## src/rtl/myo_spi_responder.sv

```systemverilog
// SPI responder (CPOL=0, CPHA=0) for the myocontrol muscle bus: deframes 16-bit command words, shifts out a snapshotted status frame.
// Latency: rx_valid 4 clk after the pad sck rise of a word's last bit; miso updates 3 clk after a pad sck fall.
// Backpressure: none; the SPI master owns the pace, so clk must run at least 8x sck.
module myo_spi_responder #(
  parameter int WORD_W    = 16,
  parameter int NUM_WORDS = 6,
  parameter int IDX_W     = 3
) (
  input  logic                          clk,
  input  logic                          reset,
  input  logic                          sck,
  input  logic                          mosi,
  input  logic                          ss_n,
  output logic                          miso,
  output logic                          miso_oe,
  input  logic [NUM_WORDS*WORD_W-1:0]   tx_frame,
  output logic                          tx_latched,
  output logic [WORD_W-1:0]             rx_word,
  output logic [IDX_W-1:0]              rx_index,
  output logic                          rx_valid,
  output logic                          frame_done,
  output logic                          frame_error
);

  localparam int FRAME_W = NUM_WORDS * WORD_W;
  localparam int BCNT_W  = $clog2(WORD_W + 1);
  localparam logic [BCNT_W-1:0] BITS_PER_WORD   = BCNT_W'(WORD_W);
  localparam logic [IDX_W-1:0]  WORDS_PER_FRAME = IDX_W'(NUM_WORDS);

  typedef enum logic [1:0] {
    ST_IDLE   = 2'd0,
    ST_ACTIVE = 2'd1,
    ST_END    = 2'd2
  } state_t;

  // Synchronizer chains: [0] and [1] are the 2-FF synchronizer, [2] is the edge-detect history.
  // They reset to 0 so that ss_n held low through reset release never looks like a falling edge.
  logic [2:0] sck_sync_q, sck_sync_d;
  logic [2:0] mosi_sync_q, mosi_sync_d;
  logic [2:0] ss_sync_q, ss_sync_d;

  state_t               state_q, state_d;
  logic [FRAME_W-1:0]   tx_shift_q, tx_shift_d;
  logic [WORD_W-1:0]    rx_shift_q, rx_shift_d;
  logic [BCNT_W-1:0]    bit_cnt_q, bit_cnt_d;
  logic [IDX_W-1:0]     word_cnt_q, word_cnt_d;
  logic                 overrun_q, overrun_d;
  logic                 pending_q, pending_d;
  logic                 miso_q, miso_d;
  logic                 miso_oe_q, miso_oe_d;
  logic [WORD_W-1:0]    rx_word_q, rx_word_d;
  logic [IDX_W-1:0]     rx_index_q, rx_index_d;
  logic                 rx_valid_q, rx_valid_d;
  logic                 tx_latched_q, tx_latched_d;
  logic                 frame_done_q, frame_done_d;
  logic                 frame_error_q, frame_error_d;

  logic sck_rise, sck_fall, ss_fall, ss_rise;
  logic ss_s, mosi_s;

  // Shift the pad inputs through their synchronizer and history stages.
  always_comb begin
    sck_sync_d  = {sck_sync_q[1:0], sck};
    mosi_sync_d = {mosi_sync_q[1:0], mosi};
    ss_sync_d   = {ss_sync_q[1:0], ss_n};
  end

  // Edge strobes from the synchronized value against its history.
  // mosi is taken from its history stage: the value that was present while sck was still seen low.
  always_comb begin
    sck_rise = sck_sync_q[1] & ~sck_sync_q[2];
    sck_fall = ~sck_sync_q[1] & sck_sync_q[2];
    ss_fall  = ~ss_sync_q[1] & ss_sync_q[2];
    ss_rise  = ss_sync_q[1] & ~ss_sync_q[2];
    ss_s     = ss_sync_q[1];
    mosi_s   = mosi_sync_q[2];
  end

  // Frame FSM: next-state and next-output computation.
  always_comb begin
    state_d       = state_q;
    tx_shift_d    = tx_shift_q;
    rx_shift_d    = rx_shift_q;
    bit_cnt_d     = bit_cnt_q;
    word_cnt_d    = word_cnt_q;
    overrun_d     = overrun_q;
    pending_d     = pending_q;
    miso_d        = miso_q;
    miso_oe_d     = miso_oe_q;
    rx_word_d     = rx_word_q;
    rx_index_d    = rx_index_q;
    rx_valid_d    = 1'b0;
    tx_latched_d  = 1'b0;
    frame_done_d  = 1'b0;
    frame_error_d = 1'b0;

    unique case (state_q)
      ST_IDLE: begin
        pending_d = 1'b0;
        // A start seen during END is taken here if ss_n is still low.
        if (ss_fall || (pending_q && !ss_s)) begin
          state_d      = ST_ACTIVE;
          miso_d       = tx_frame[FRAME_W-1];
          tx_shift_d   = tx_frame << 1;
          miso_oe_d    = 1'b1;
          tx_latched_d = 1'b1;
          bit_cnt_d    = '0;
          word_cnt_d   = '0;
          overrun_d    = 1'b0;
          rx_shift_d   = '0;
        end
      end

      ST_ACTIVE: begin
        // Word completion is settled even if ss_n rises in the same cycle,
        // so END sees counters that already account for the last word.
        if (bit_cnt_q == BITS_PER_WORD) begin
          bit_cnt_d = '0;
          if (word_cnt_q < WORDS_PER_FRAME) begin
            rx_word_d  = rx_shift_q;
            rx_index_d = word_cnt_q;
            rx_valid_d = 1'b1;
            word_cnt_d = word_cnt_q + 1'b1;
          end else begin
            overrun_d = 1'b1;
          end
        end

        if (ss_rise) begin
          state_d   = ST_END;
          miso_oe_d = 1'b0;
          miso_d    = 1'b0;
        end else if (sck_rise) begin
          rx_shift_d = {rx_shift_q[WORD_W-2:0], mosi_s};
          bit_cnt_d  = bit_cnt_q + 1'b1;
        end else if (sck_fall) begin
          // Zeros shift in behind the snapshot, so overrun words read as 0.
          miso_d     = tx_shift_q[FRAME_W-1];
          tx_shift_d = tx_shift_q << 1;
        end
      end

      ST_END: begin
        state_d = ST_IDLE;
        if ((word_cnt_q == WORDS_PER_FRAME) && (bit_cnt_q == '0) && !overrun_q) begin
          frame_done_d = 1'b1;
        end else begin
          frame_error_d = 1'b1;
        end
        if (ss_fall) begin
          pending_d = 1'b1;
        end
      end

      default: begin
        state_d = ST_IDLE;
      end
    endcase
  end

  // All state and registered outputs; reset aborts any frame without a done/error pulse.
  always_ff @(posedge clk or posedge reset) begin
    if (reset) begin
      sck_sync_q    <= '0;
      mosi_sync_q   <= '0;
      ss_sync_q     <= '0;
      state_q       <= ST_IDLE;
      tx_shift_q    <= '0;
      rx_shift_q    <= '0;
      bit_cnt_q     <= '0;
      word_cnt_q    <= '0;
      overrun_q     <= 1'b0;
      pending_q     <= 1'b0;
      miso_q        <= 1'b0;
      miso_oe_q     <= 1'b0;
      rx_word_q     <= '0;
      rx_index_q    <= '0;
      rx_valid_q    <= 1'b0;
      tx_latched_q  <= 1'b0;
      frame_done_q  <= 1'b0;
      frame_error_q <= 1'b0;
    end else begin
      sck_sync_q    <= sck_sync_d;
      mosi_sync_q   <= mosi_sync_d;
      ss_sync_q     <= ss_sync_d;
      state_q       <= state_d;
      tx_shift_q    <= tx_shift_d;
      rx_shift_q    <= rx_shift_d;
      bit_cnt_q     <= bit_cnt_d;
      word_cnt_q    <= word_cnt_d;
      overrun_q     <= overrun_d;
      pending_q     <= pending_d;
      miso_q        <= miso_d;
      miso_oe_q     <= miso_oe_d;
      rx_word_q     <= rx_word_d;
      rx_index_q    <= rx_index_d;
      rx_valid_q    <= rx_valid_d;
      tx_latched_q  <= tx_latched_d;
      frame_done_q  <= frame_done_d;
      frame_error_q <= frame_error_d;
    end
  end

  assign miso        = miso_q;
  assign miso_oe     = miso_oe_q;
  assign rx_word     = rx_word_q;
  assign rx_index    = rx_index_q;
  assign rx_valid    = rx_valid_q;
  assign tx_latched  = tx_latched_q;
  assign frame_done  = frame_done_q;
  assign frame_error = frame_error_q;

endmodule

```

## config.mk

```make
export PLATFORM = sky130hd
export DESIGN_NAME = myo_spi_responder
export DESIGN_NICKNAME = d
export VERILOG_FILES = /design/src/rtl/myo_spi_responder.sv
export SDC_FILE = /design/constraint.sdc
export NUM_CORES = 1
export LEC_CHECK = 0
export BUFFER_PORTS_ARGS = -buffer_cell sky130_fd_sc_hd__buf_2
export CORE_MARGIN = 3
export CORE_UTILIZATION = 60
export CTS_CLUSTER_SIZE = 28
export DETAILED_ROUTE_END_ITERATION = 7
export PLACE_DENSITY = 0.89
export SYNTH_ARGS = -nofsm -noshare
export SYNTH_HDL_FRONTEND = slang
export SYNTH_SLANG_ARGS = --single-unit
```

## constraint.sdc

```tcl
create_clock -name clk -period 9.41 [get_ports clk]
set_clock_uncertainty 0.2 [all_clocks]
set_input_delay 1.882 -clock clk [delete_from_list [all_inputs] [get_ports clk]]
set_output_delay 1.882 -clock clk [all_outputs]
set_load 0.02 [all_outputs]
```

== After elaboration in Yosys (flattened, before gate mapping) ==
Index checks and enable logic that the tools add are counted.
Cells by class
  muxes and demuxes: 44
  order comparisons: 1
  equal/unequal tests: 16
  reductions and logical operators: 20
  bitwise logic cells: 8
  $add $sub $neg: 2
Operators by type and width (count)
  two-way mux 96 bit: 4
  one-hot mux 96 bit (2 select lines): 1
  two-way mux 16 bit: 3
  one-hot mux 16 bit (2 select lines): 1
  two-way mux 5 bit: 4
  != test 2 bit (second input constant): 10
  two-way mux 1 bit: 19
  AND reduction 4 bit: 4
  one-hot mux 5 bit (2 select lines): 1
  two-way mux 3 bit: 3
  one-hot mux 1 bit (2 select lines): 4
  != test 3 bit (second input constant): 2
  one-hot mux 3 bit (2 select lines): 1
  AND reduction 2 bit: 3
  AND reduction 3 bit: 2
  adder 5 x 1 -> 5 bit (second input constant): 1
  equality test 5 bit (second input constant): 1
  zero test 5 bit: 1
  AND reduction 5 bit: 1
  bitwise AND 1 bit: 4
  two-way mux 2 bit: 2
  NOT 1 bit: 4
  one-hot mux 2 bit (2 select lines): 1
  nonzero test 2 bit: 2
  other kinds (9): 12
Storage, ports and cells
  flip-flop bits (word level): 158
  logic and storage cells: 109

== Depth between registers and ports, before layout ==
Gate-level depths: netlist of the first run.
  depth after elaboration: 6
  mapped depth: 7

== Worst setup path before layout of the first run ==
No wires, ideal clock.
  path type: in2reg
  from: in tx_frame[95]
  to: reg miso_q (netlist: miso)
  library setup time: 125 ps
  buffers on the path: 0
  data arrival time: 2306 ps
  stages on the path: 2
  setup slack: 6780 ps
  path through: a22o_1 > mux2_2
Between the ends
  longest elaborated chain between the ends: 2
RTL lines
  start, declared: RTL line 16  | input logic [NUM_WORDS*WORD_W-1:0] tx_frame,
  two-way mux 1 bit: RTL line 101  | if (ss_fall || (pending_q && !ss_s)) begin
  one-hot mux 1 bit (2 select lines): RTL line 97  | unique case (state_q)
  end signal, assigned: RTL line 193  | miso_q <= miso_d;
  end, declared: RTL line 49  | logic miso_q, miso_d;
No other way between the ends. The select of a mux whose other input is x is not followed.
A chain may end at the register's enable or synchronous reset.

== Worst setup path in the final report of the first run ==
  from: reg state_q[1]
  to: reg tx_shift_q[77]
Between the ends
  longest elaborated chain between the ends: 3
  elaborated cells on any way between the ends: 9
  classes of those cells: eq/ne (5); mux (1); reduce/logical (3)
RTL lines
  start, declared: RTL line 42  | state_t state_q, state_d;
  start signal, assigned: RTL line 186  | state_q <= state_d;
  equality test 2 x 1 -> 1 bit or zero test 2 bit (tied branches): RTL line 97
  != test 2 bit (no line) or nonzero test 2 bit (tied branches)
  AND reduction 5 bit (no line)
  end signal, assigned: RTL line 187  | tx_shift_q <= tx_shift_d;
  end, declared: RTL line 43  | logic [FRAME_W-1:0] tx_shift_q, tx_shift_d;
Several ways; a longest one is shown, not always the timed one.

==> results of run 1 <==
-- layout by cell type (no fill, tap or decap), types with 2 or more instances in the layout --
| master | count |
|---|---|
| clkbuf_8 | 2 |
| o21ai_0 | 19 |
| nand4_1 | 2 |
| a21oi_1 | 3 |
| buf_2 | 125 |
| nor2_1 | 9 |
| ha_1 | 4 |
| inv_1 | 23 |
| nand3_1 | 3 |
| mux2i_1 | 18 |
| dfrtp_1 | 157 |
| clkinv_2 | 4 |
| o22a_1 | 2 |
| buf_4 | 5 |
| a22o_1 | 4 |
| clkinvlp_4 | 3 |
| clkbuf_1 | 4 |
| mux2_2 | 50 |
| nor2b_1 | 3 |
| nand2_1 | 322 |
| and3_1 | 2 |
| mux2_4 | 49 |
| clkbuf_16 | 17 |
-- through the flow --
stage	hold WS (ns)	util	area [um2]	total power, W	cells
after floorplan	0.131	-	7370	0.00148	728
after global placement	0.133	0.685	8020	0.00156	961
after detailed placement	0.135	0.685	8020	0.00160	961
after CTS	0.146	0.728	8530	0.00221	991
after global routing	0.153	0.729	8530	0.00232	992
final	0.145	0.729	8530	0.00219	992
-- how the worst max path moves through the flow --
| stage | from | end | slack (ns) |
|---|---|---|---|
| floorplan | reset | bit_cnt_q[0] | 3.09 |
| global placement | reset | tx_shift_q[91] | 5.69 |
| detailed placement | reset | tx_shift_q[27] | 5.70 |
| CTS | state_q[1] | tx_shift_q[61] | 5.82 |
| global route | state_q[1] | tx_shift_q[73] | 5.63 |
| finish | state_q[1] | tx_shift_q[77] | 5.82 |
-- report_power, final --
part	switching [W]	internal [W]	total, W
Combinational	0.000247	0.000330	0.000577
Clock	0.000253	0.000346	0.000599
Sequential	0.000120	0.000894	0.00101
Total	0.000620	0.00157	0.00219
-- metal layers --
layer | vias up | track usage | routed length [um]
li1 | 2557 | - | -
met3 | 17 | 0.0550 | 592
met4 | 0 | 0.0657 | 204
met2 | 88 | 0.355 | 7130
met1 | 2454 | 0.291 | 6360
met5 | - | 0 | 0
-- worst max-delay path, cell delays in order (launching register included) --
cell and delay (ns):
dfrtp_1 0.47, nand2b_4 0.66, o21ai_4 0.32, buf_4 0.59, buf_4 0.72, mux2_2 0.41
-- sequential cells by signal (all words and copies together), names as in the netlist --
name and count:
bit_cnt_q 5, frame_done 1, frame_error 1, miso 1, miso_oe 1, mosi_sync_q 3
overrun_q 1, pending_q 1, rx_index 3, rx_shift_q 16, rx_valid 1, rx_word 16
sck_sync_q 3, ss_sync_q 3, state_q 2, tx_latched 1, tx_shift_q 95, word_cnt_q 3
-- area by class of cell --
type / instances / share of cell area
timing repair buffer: 130 / 0.0777
sequential: 157 / 0.460
clock buffer: 23 / 0.0548
multi-input combinational: 507 / 0.370
inverter: 24 / 0.0111
antenna: 1 / 0.000293
clock inverter: 7 / 0.00499
tap: 143 / 0.0210
-- cells by family (layout without fill, tap and decap cells) --
kind of cell / after synthesis / count (layout) / synth area share
AOI/OAI and AO/OA: 38 / 38 / 0.0336
adders and majority gates: 4 / 4 / 0.00679
buffers and inverters: 64 / 184 / 0.0414
DFF: 157 / 157 / 0.533
muxes: 117 / 117 / 0.201
other: 0 / 1 / 0
and+or+nand+nor: 348 / 348 / 0.184
==> metrics.md, run 1 <==
| Metric | Value |
|---|---|
| Slew Limit Fails | 0 |
| Total GRT Usage | 0.218 |
| Largest area contributor in the netlist | dfrtp_1 |
| Actual slew at the worst max-slew pin | between 1 and 1.5 ns |
| Setup ws final | just under 6 ns |
| Tcrit/Tclk final | 0.381 |
| Achievable Freq | roughly 0.28 GHz |
| Unrepaired setup endpoints after global routing | no |
| Final min period | 3.59 ns |
| Clock Path Buffers | 2 |
| Core area | 11700 um2 |
| First-pass GRT wire length | roughly 23 mm |
| Nets | around 940 |
| Synthesized area | 7370 um2 |
| Top-level I/O count | 126 |
| Ys Warns | 0 |
| R2R Path End | tx_shift_q[77] |
| Net count after synthesis | 833 |
| WHS Path Cells | 0 |
| Max-cap violations | 0 |
| Worst Setup End Kind | flop |
| Avg Cell Area, Syn | approximately 10 um2 |
| Crit Path Class | reg -> reg |
| Die Area | 13600 um2 |
| Detail-routed via count per cell | 5.16 |
| Initial antenna violation count | 1 |
| Total wire length | 14.3 mm |
| Hold Path Class | reg -> reg |
| Pwr/cell area | 257 nW/um2 |
| Worst r2r src | state_q[1] |
| Reg2reg path depth | 5 |
| Synth Register Bits | ~160 |
| DRC viols | 0 |
| Layout cell share with drive strength beyond 1 | 0.309 |
| Clock sink total | 157 |
| CTS H-tree lvls | 4 |
| Die H | 117 um |
| Hold path endpoint | ss_sync_q[1] |
| Register area | 3930 um2 |
| Antenna-violating nets left | 0 |
| Worst EP required | 9.50 ns |
| Cell with the most instances after synthesis | nand2_1 |
| Mapped Cells | 728 |
| DRT iter0 DRCs | 326 |
| Worst Path Arrival | 3.68 ns |
| Ys flop type | dfrtp_1 |
| Die width | 117 um |
| Sequential share of the synthesized area | 0.533 |
| Routability cong. | 0.805 |
| Vias in the first global route | between 5000 and 6000 |
| Synth top cells by count | nand2_1, dfrtp_1, mux2_2 |
| Total number of vias | 5116 |
| Area growth from synthesis to final layout | 15.8% |
| TritonCTS clock tree | built |
| Post_cts resized | 0 |
| Hold_buf cts | 0 |
| Clk_lat worst skew | 0.42 ns |
| WL/cell | 14.4 um |
| Peak supply drop | 0.141 mV |
| Slack of the worst reg-to-reg path | slightly below 6 ns |
| Post-synth cell types | 34 |
| Post-CTS setup buffers | 0 |
| Reg clk slew, reported paths | 0.06 ns |
| Row cnt | 39 |
| Top cell type's share of synthesized area | 0.533 |
| Multi-input logic area | 3150 um2 |
| Port buffer count | 125 |
| Initial Utilization | 0.629 |
| DPL Wire Length | 9.27 mm |
| Synth top area cells | dfrtp_1, nand2_1, mux2_4 |
| FILL cells | 864 |
| Hold Vio Cnt, Final | 0 |
| Asr flop ratio synth | 1.00 |
| Router iterations before antenna repair | 4 |
| Leak | 4.61 nW |
| Final TNS setup | 0 ns |
| Dpl ws | 5.70 ns |
| Slew margin rel. | 0.231 |
| Hold path start | ss_sync_q[0] |
| Largest net degree at the start of global routing | 116 |
| Status | completed |
| Startpoint types | flop |
| Root buffer cell | clkbuf_16 |
| Setup-failing EPs final | 0 |
| Critical path fanouts, max | between 100 and 150 |
| CTS buffer count | 17 |
| EDFF count, synth | 0 |
| Overflow after GRT | 0 |
Note: power is estimated with default switching activity, not from simulation.
==> inputs of run 2 (changes only) <==
--- a/config.mk
+++ b/config.mk
@@ -7,10 +7,10 @@
 export LEC_CHECK = 0
 export BUFFER_PORTS_ARGS = -buffer_cell sky130_fd_sc_hd__buf_2
 export CORE_MARGIN = 3
-export CORE_UTILIZATION = 60
+export CORE_UTILIZATION = 56
 export CTS_CLUSTER_SIZE = 28
 export DETAILED_ROUTE_END_ITERATION = 7
-export PLACE_DENSITY = 0.89
+export PLACE_DENSITY = 0.85
 export SYNTH_ARGS = -nofsm -noshare
 export SYNTH_HDL_FRONTEND = slang
 export SYNTH_SLANG_ARGS = --single-unit
==> constraint.sdc (replaced) <==
create_clock -name clk -period 3.4 [get_ports clk]
set_clock_uncertainty 0.2 [all_clocks]
set_input_delay 0.68 -clock clk [delete_from_list [all_inputs] [get_ports clk]]
set_output_delay 0.68 -clock clk [all_outputs]
set_load 0.02 [all_outputs]
==> run 2 against run 1 <==
Net effect: utilization down 4.1 points; cell area up 2.5%; total power rose to 2.9 times the previous value; critical endpoint is now miso; critical path type unchanged; global-route usage down 0.65 points; largest cell class unchanged; sequential power rose to 2.8 times the previous value; count of clock-buffer cells in the layout down 2.
==> metrics.md, run 2 (synthesis results as in run 1) <==
| Metric | Value |
|---|---|
| Status | completed |
| Total number of vias | 5269 |
| Routability cong. | 0.795 |
| Slowest cell on crit path | nand2b_4 |
| Reg clk slew, reported paths | 0.06 ns |
| DRC viols | 0 |
| Met1 WL | approximately 6.7 mm |
| Max-cap violations | 0 |
| Initial Utilization | 0.579 |
| Die H | ~120 um |
| Placed cells | 995 |
| Final TNS setup | 0 ns |
| CTS buffer count | 17 |
| Metal2 WL | 7.62 mm |
| Total wire length | about 15 mm |
| Final min period | 2.51 ns |
| Max reg flops | 95 |
| Actual slew at the worst max-slew pin | 1.04 ns |
| Nets | 948 |
| Clock Path Buffers | 2 |
| Power share of the clock group | 0.308 |
| Root buffer cell | clkbuf_16 |
| Commonest cells after routing, fill and taps aside | nand2_1, dfrtp_1, buf_2 |
| Worst Setup End Kind | flop |
| Commonest non-fill, non-tap cell in the layout | nand2_1 |
| Row cnt | 41 |
| First-pass GRT wire length | 24.3 mm |
| Core area | between 10000 and 15000 um2 |
| Clock sink total | 157 |
| Total GRT Usage | 0.211 |
| CTS H-tree lvls | 4 |
| Largest register by flop count | tx_shift_q |
| Final Util | 0.688 |
| WL/cell | 14.7 um |
| CP delay by family, top | simple AND/OR/NAND/NOR gates |
| Initial antenna violation count | 1 |
| Combinational power share | 0.254 |
| Critical path buffers and inverters | 1 |
| Worst path cell trace | nand2b_4 -> buf_4 -> nor3_1 -> a21oi_1 -> mux2_2 |
| Hold Path Class | reg -> reg |
| Post-CTS setup buffers | 0 |
| Slew margin rel. | 0.304 |
| Setup-failing EPs final | 0 |
| Register area | 3930 um2 |
| Slack of the worst reg-to-reg path | 0.89 ns |
| Hold_buf cts | 1 |
| WHS Path Cells | 0 |
| Tcrit/Tclk final | 0.739 |
| Pwr/cell area | 733 nW/um2 |
| Overflow after GRT | 0 |
| WP depth | 5 |
| Switching share of power | 0.275 |
| Crit Path Class | reg -> reg |
| Setup ws final | 0.887 ns |
| Antenna-violating nets left | 0 |
| Area growth from synthesis to final layout | 18.8% |
| Flop pwr share | 0.438 |
| Critical path fanouts, max | 52 |
| Vias in the first global route | 5079 |
| Worst EP required | 3.50 ns |
| Startpoint types | flop |
| Die width | 121 um |
| Peak supply drop | 0.365 mV |
| DPL Wire Length | 9.53 mm |
| Largest net degree at the start of global routing | 81 |
| Largest incremental delay on the critical path | ~0.54 ns |
| Detail-routed via count per cell | approximately 5.1 |
| Uppermost layer routed | met4 |
| Net Switching | 0.00176 W |
| Port buffer count | between 100 and 150 |
| Dpl ws | 0.920 ns |
| TritonCTS clock tree | built |
| Unrepaired setup endpoints after global routing | no |
| Post-Layout Cell Count | between 1000 and 1500 |
| DRT iter0 DRCs | 545 |
| Hold Vio Cnt, Final | 0 |
| FILL cells | 951 |
| Int Power | 0.00464 W |
| Met3 wire length | between 500 and 600 um |
| Die Area | 14600 um2 |
| Post_cts resized | 0 |
| Achievable Freq | 0.398 GHz |
| Fin Hold WS | 0.149 ns |
| Top-level I/O count | 126 |
| Router iterations before antenna repair | 4 |
| Slew Limit Fails | 0 |
| Clk_lat worst skew | 0.42 ns |
| Reg2reg path depth | 5 |
| Worst Path Arrival | 2.61 ns |
| Layout cell share with drive strength beyond 1 | 0.315 |
| Multi-input logic area | 3150 um2 |
| Leak | around 4.7 nW |
[run 2: worst paths after layout]
path | start | endpoint
setup reg to reg | state_q[1] | miso
min in group asynchronous | reset | tx_shift_q[44]
max in group asynchronous | reset | tx_shift_q[77]
setup / recovery | state_q[1] | miso
hold reg to reg | mosi_sync_q[1] | mosi_sync_q[2]
hold / removal | mosi_sync_q[1] | mosi_sync_q[2]
[run 2: stage by stage]
step / total power, W / instance area, um2
final: 0.00641 / 8750
after global routing: 0.00676 / 8750
after CTS: 0.00644 / 8740
after detailed placement: 0.00444 / 8120
after global placement: 0.00435 / 8120
after floorplan: 0.00409 / 7370
[run 2: per-layer routing]
metal | vias up | global-route usage
met3 | 19 | 0.0486
li1 | 2572 | -
met1 | 2559 | 0.288
met5 | - | 0
met4 | 0 | 0.0715
met2 | 119 | 0.336
[run 2: worst reg2reg max path, delay by kind of cell, from the launching register on]
kind,cells,cell delay (ns)
and+or+nand+nor,2,0.67
buffers and inverters,1,0.54
DFF,1,0.49
muxes,1,0.35
AOI/OAI and AO/OA,1,0.15
[run 2: layout make-up]
class	instances	area share
sequential	157	0.449
multi-input combinational	507	0.361
timing repair buffer	136	0.0841
clock buffer	21	0.0515
tap	172	0.0246
clock inverter	11	0.0190
inverter	24	0.0107
antenna	1	0.000286
[run 2: power by group through the flow]
stage               combinational [W]  sequential [W]  clock (W)
floorplan                     0.00136         0.00274          0
global placement              0.00157         0.00278          0
detailed placement            0.00163         0.00281          0
CTS                           0.00164         0.00280    0.00200
global route                  0.00179         0.00288    0.00209
finish                        0.00162         0.00281    0.00197
